[config.mk]
export PLATFORM = sky130hd
export DESIGN_NAME = fp_cmp_sched
export DESIGN_NICKNAME = d
export VERILOG_FILES = /design/src/rtl/fp_cmp_sched.sv
export SDC_FILE = /design/constraint.sdc
export NUM_CORES = 1
export LEC_CHECK = 0
export ABC_AREA = 1
export CAP_MARGIN = 40
export CORE_AREA = 8 8 151 153
export CTS_CLUSTER_SIZE = 30
export DETAILED_ROUTE_END_ITERATION = 8
export DIE_AREA = 0 0 159 161
export GPL_TIMING_DRIVEN = 0
export PLACE_DENSITY = 0.67
export SLEW_MARGIN = 20
export SYNTH_ARGS = -nofsm -noshare
export SYNTH_HDL_FRONTEND = slang
export SYNTH_SLANG_ARGS = --single-unit
[constraint.sdc]
create_clock -name clk -period 4.4 [get_ports clk]
set_clock_uncertainty 0.15 [all_clocks]
set_input_delay 1.32 -clock clk [delete_from_list [all_inputs] [get_ports clk]]
set_output_delay 1.32 -clock clk [all_outputs]
set_load 0.005 [all_outputs]
[src/rtl/fp_cmp_sched.sv]
// Round-robin arbiter sharing one external FP compare unit (LT/LE/EQ) among NREQ requesters.
// Latency: grant in IDLE, CMP_LAT cycles in BUSY, then response; minimum CMP_LAT+2 cycles per request.
// Backpressure: one request in flight; req_ready is low until rsp_valid is accepted by rsp_ready.
module fp_cmp_sched #(
    parameter int NREQ    = 4,
    parameter int IDW     = 2,
    parameter int CMP_LAT = 1
) (
    input  logic                 clk,
    input  logic                 rst_n,
    input  logic [NREQ-1:0]      req_valid,
    output logic [NREQ-1:0]      req_ready,
    input  logic [2*NREQ-1:0]    req_op,
    input  logic [32*NREQ-1:0]   req_a,
    input  logic [32*NREQ-1:0]   req_b,
    output logic                 cmp_en,
    output logic [1:0]           cmp_op,
    output logic [31:0]          cmp_a,
    output logic [31:0]          cmp_b,
    input  logic [31:0]          cmp_result,
    output logic                 rsp_valid,
    input  logic                 rsp_ready,
    output logic [IDW-1:0]       rsp_id,
    output logic [31:0]          rsp_data,
    output logic                 rsp_err
);

    localparam int CW = (CMP_LAT < 2) ? 1 : $clog2(CMP_LAT + 1);

    typedef enum logic [1:0] {
        S_IDLE = 2'd0,
        S_BUSY = 2'd1,
        S_RESP = 2'd2
    } state_t;

    state_t          r_state;
    state_t          w_state_nxt;
    logic [IDW-1:0]  r_rr_ptr;
    logic [CW-1:0]   r_cnt;
    logic [1:0]      r_cmp_op;
    logic [31:0]     r_cmp_a;
    logic [31:0]     r_cmp_b;
    logic [IDW-1:0]  r_rsp_id;
    logic            r_rsp_bit;
    logic            r_rsp_err;

    logic            w_gnt_vld;
    int              w_gnt_int;
    logic [IDW-1:0]  w_gnt_idx;
    logic [1:0]      w_gnt_op;
    logic [31:0]     w_gnt_a;
    logic [31:0]     w_gnt_b;
    logic            w_gnt_ill;
    logic            w_req_hs;
    logic            w_unused;

    // Only bit 0 of the comparator result carries the answer.
    assign w_unused = ^cmp_result[31:1];

    // Round-robin pick: nearest valid requester after the last grant, with wrap-around.
    always_comb begin
        w_gnt_vld = 1'b0;
        w_gnt_int = 0;
        for (int k = NREQ; k >= 1; k--) begin
            if (req_valid[(int'(r_rr_ptr) + k) % NREQ]) begin
                w_gnt_vld = 1'b1;
                w_gnt_int = (int'(r_rr_ptr) + k) % NREQ;
            end
        end
    end

    assign w_gnt_idx = IDW'(w_gnt_int);
    assign w_gnt_op  = req_op[2*w_gnt_int +: 2];
    assign w_gnt_a   = req_a[32*w_gnt_int +: 32];
    assign w_gnt_b   = req_b[32*w_gnt_int +: 32];
    assign w_gnt_ill = (w_gnt_op == 2'b11);
    assign w_req_hs  = (r_state == S_IDLE) && w_gnt_vld;

    // Ready only toward the granted requester while idle; forced low during reset.
    always_comb begin
        req_ready = '0;
        if (w_req_hs && rst_n) begin
            req_ready[w_gnt_int] = 1'b1;
        end
    end

    assign cmp_en    = (r_state == S_BUSY);
    assign cmp_op    = r_cmp_op;
    assign cmp_a     = r_cmp_a;
    assign cmp_b     = r_cmp_b;
    assign rsp_valid = (r_state == S_RESP);
    assign rsp_id    = r_rsp_id;
    assign rsp_data  = {31'b0, r_rsp_bit};
    assign rsp_err   = r_rsp_err;

    // State register.
    always_ff @(posedge clk or negedge rst_n) begin
        if (!rst_n) begin
            r_state <= S_IDLE;
        end else begin
            r_state <= w_state_nxt;
        end
    end

    // Next-state: illegal ops skip the comparator and answer directly.
    always_comb begin
        w_state_nxt = r_state;
        case (r_state)
            S_IDLE: begin
                if (w_req_hs) begin
                    w_state_nxt = w_gnt_ill ? S_RESP : S_BUSY;
                end
            end
            S_BUSY: begin
                if (r_cnt == CW'(1)) begin
                    w_state_nxt = S_RESP;
                end
            end
            S_RESP: begin
                if (rsp_ready) begin
                    w_state_nxt = S_IDLE;
                end
            end
            default: w_state_nxt = S_IDLE;
        endcase
    end

    // Latch the granted request, count comparator latency, capture the result.
    always_ff @(posedge clk or negedge rst_n) begin
        if (!rst_n) begin
            r_rr_ptr  <= IDW'(NREQ - 1);
            r_cnt     <= '0;
            r_cmp_op  <= '0;
            r_cmp_a   <= '0;
            r_cmp_b   <= '0;
            r_rsp_id  <= '0;
            r_rsp_bit <= 1'b0;
            r_rsp_err <= 1'b0;
        end else if (w_req_hs) begin
            r_rr_ptr <= w_gnt_idx;
            r_rsp_id <= w_gnt_idx;
            r_cnt    <= CW'(CMP_LAT);
            if (w_gnt_ill) begin
                r_rsp_bit <= 1'b0;
                r_rsp_err <= 1'b1;
            end else begin
                // Comparator inputs only change for requests that will use them.
                r_cmp_op <= w_gnt_op;
                r_cmp_a  <= w_gnt_a;
                r_cmp_b  <= w_gnt_b;
            end
        end else if (r_state == S_BUSY) begin
            r_cnt <= r_cnt - CW'(1);
            if (r_cnt == CW'(1)) begin
                r_rsp_bit <= cmp_result[0];
                r_rsp_err <= 1'b0;
            end
        end
    end

endmodule

==> results.txt <==
DRC errors left: 0
H-tree levels: 3
Final HPWL DP: 23900 microns
fmax: 244 MHz
post-layout minimum cycle time: 4.10 ns
Final Setup Violations: 0
remaining global-route overflow: 0
via count: 7540
CP max-delay cell: buf_4
# IOs: 410
# rows: 53
finished layout cell area: 10200 sq um
R2R setup slack: 1.27 ns
worst hold endpoint: cmp_b[24]$_DFFE_PN0P_
die width: 159 microns
Die Y: 161 microns
layout cells sized above 1: 12.7%
Yosys top cell by area: dfrtp_1
average wire per standard cell: 20.7 microns
Pwr Density: 1010 nW/um^2
GP Congestion: 0.886
initial core utilization: 27.0%
Worst path max stage delay: 0.43 ns
DRT Wirelength: 31100 microns
post-synthesis instance total: 818
Cell Area, Synth: 5540 sq um
vias in the first global route: 7805
pin count of the biggest net entering global routing: 40
EDFF count, synth: 0
reg-to-reg critical path startpoint: r_rr_ptr[0]$_DFFE_PN1P_
TritonRoute pass-1 iters: 6
Core Area: 20600 sq um
Tot Pwr: 10.3 mW
sequential fraction of the synthesis area: 33.9%
Most used DFF post-synth: dfrtp_1
first-pass GRT wire length: 46500 microns
Filler cells: 2073
post-route ant nets: 0
Final Hold Vio Count: 0
WP data arrival: 2.63 ns
Syn Area/Cell: 6.77 sq um
Leak: 4.58 nW
CTS Buf Count: 9
count of pins over their slew limit: 0
Post-synth ARST share: 100%
drt via density: 5.02
hold path cells: 2
Ys Warns: 0
Worst EP required: 2.93 ns
clock sink total: 75
peak supply drop: 0.561 mV
worst flop-to-flop path endpoint: cmp_b[8]$_DFFE_PN0P_
Synth area leaders: dfrtp_1 33%, nand3_1 29%, nand2_1 12%
CP cell instances: buf_4 -> buf_12 -> nand2_2 -> nor3_2 -> buf_2
die area: 25600 sq um
Clk Latency, worst-skew pair: 0.34 ns
number of port buffers: 347
fin nets: 1525
clock slew at reported path FFs: 0.06 ns
Slew Limit Headroom: 49.1%
worst-margin pin slew: 0.763 ns
GRT Util Overall: 23.2%
Synth-to-Final Area Change: 83.5%
Placed Area: 9500 sq um
most common cell in the netlist: nand3_1
CTS max path bufs: 2
root buffer cell: clkbuf_16
crit-path max FO: 39
Hold Path Class: reg2reg
Worst Reg2Reg Path Length in Cells: 15
beginning of the worst hold path: cmp_b[24]$_DFFE_PN0P_
critical path endpoint category: primary output
initial antenna violation count: 2
initial DRC count: 548
most frequent cells after synthesis: 326 x nand3_1, 179 x nand2_1, 73 x dfrtp_1, 66 x nand4_1, 46 x buf_2
CTS tree: built
RSZ-0062 raised after global routing: false
Seq cells post-synth: 75
final period utilization: 93.1%
maxcap violations: 0
outcome: completed
CP Class: in2out
post-synthesis cell type count: 25
area share of the largest cell type after synthesis: 33.0%
Critical Path Source Type: input pin
==> worst max-delay path by stage <==
stage	start	to	slack, ns	cells after the start
floorplan	req_valid[2]	req_ready[0]	0.35	9
global placement	rst_n	req_ready[1]	-3.20	4
detailed placement	req_valid[2]	req_ready[1]	-1.55	12
CTS	req_valid[1]	req_ready[1]	0.003	13
global route	rst_n	req_ready[2]	0.12	5
finish	rst_n	req_ready[2]	0.30	5
==> state kept, by name, summed over array words and instances, names as in the netlist <==
register	cells
rsp_err	1
cmp_b	32
r_rr_ptr	2
rsp_id	2
r_state	2
r_cnt	1
r_rsp_bit	1
cmp_a	32
cmp_op	2
==> cell type report <==
cell class              instances  area [sq um]  area share [%]
plain buffers                 104           672            6.61
repair buffers                368          3640            35.8
well taps                     275           344            3.38
flip-flops and latches         75          1880            18.5
clock inverters                 6           136            1.34
inverters                      25          96.3           0.948
diodes                          1          2.50          0.0246
clock buffers                  10           239            2.35
multi-input cells             639          3160            31.1
==> what timing repair did <==
action,CTS,global route
pin swaps,8,9
gates resized for setup,55,12
hold buffers,0,0
setup buffers,18,1
setup endpoints to repair,4,4
==> per-stage QoR <==
| stage | hold WS (ns) | util [%] | setup slack, ns | cells | setup TNS, ns |
|---|---|---|---|---|---|
| 6_report | 0.316 | 49.5 | 0.304 | 1503 | 0 |
| 5_1_grt | 0.338 | 49.5 | 0.121 | 1503 | 0 |
| 4_1_cts | 0.322 | 49.2 | 0.00321 | 1501 | 0 |
| 3_5_place_dp | 0.308 | 46.2 | -1.55 | 1472 | -6.12 |
| 3_3_place_gp | 0.302 | 46.1 | -3.20 | 1470 | -89.85 |
| 2_1_floorplan | 0.315 | - | 0.354 | 848 | 0 |
==> kinds of logic (layout without fill, tap and decap cells) <==
logic type      Yosys count  in the layout  share of synthesized area, %
compound gates           13             13                          1.42
flops                    75             75                          33.9
simple gates            594            594                          51.2
other cells               1             32                        0.0677
mux                       1              1                         0.181
buf+inv                 134            513                          13.2
==> layout by cell type, fill, tap and decap left out, drive strengths merged <==
master / Yosys / layout
nor2: 9 / 9
clkdlybuf4s50: 0 / 338
buf: 85 / 107
mux2i: 1 / 1
diode: 0 / 1
clkinv: 0 / 1
a31o: 1 / 1
clkinvlp: 0 / 1
nand2: 186 / 186
nor3: 5 / 5
a21oi: 3 / 3
nand3b: 1 / 1
bufinv: 0 / 4
conb: 1 / 31
dfrtp: 73 / 73
inv: 25 / 25
o21ai: 6 / 6
dfstp: 2 / 2
a31oi: 1 / 1
dlymetal6s2s: 0 / 4
o21bai: 2 / 2
nand3: 327 / 327
clkbuf: 24 / 33
nand4: 66 / 66
==> critical path: cells and delay by family <==
family                 cells  cell delay, ns
buffers and inverters      3            0.87
AND/OR/NAND/NOR            2            0.39
==> power by group <==
part           leakage [nW]  switching [mW]  total [mW]  internal [mW]
clock                 0.179           0.305       0.933          0.628
sequential            0.930           0.193        1.27           1.08
combinational          3.48            5.07        8.05           2.98
total                  4.58            5.56        10.3           4.69
==> metal layers <==
metal	track usage [%]	up-vias	part of all wire [%]	wire, microns
met4	9.73	2	3.3	1020
li1	-	3602	-	-
met1	27.2	3493	41	12600
met5	0	-	0.029	9
met2	38.3	376	47	14700
met3	7.79	67	8.9	2760
Note: power is estimated with default switching activity, not from simulation.
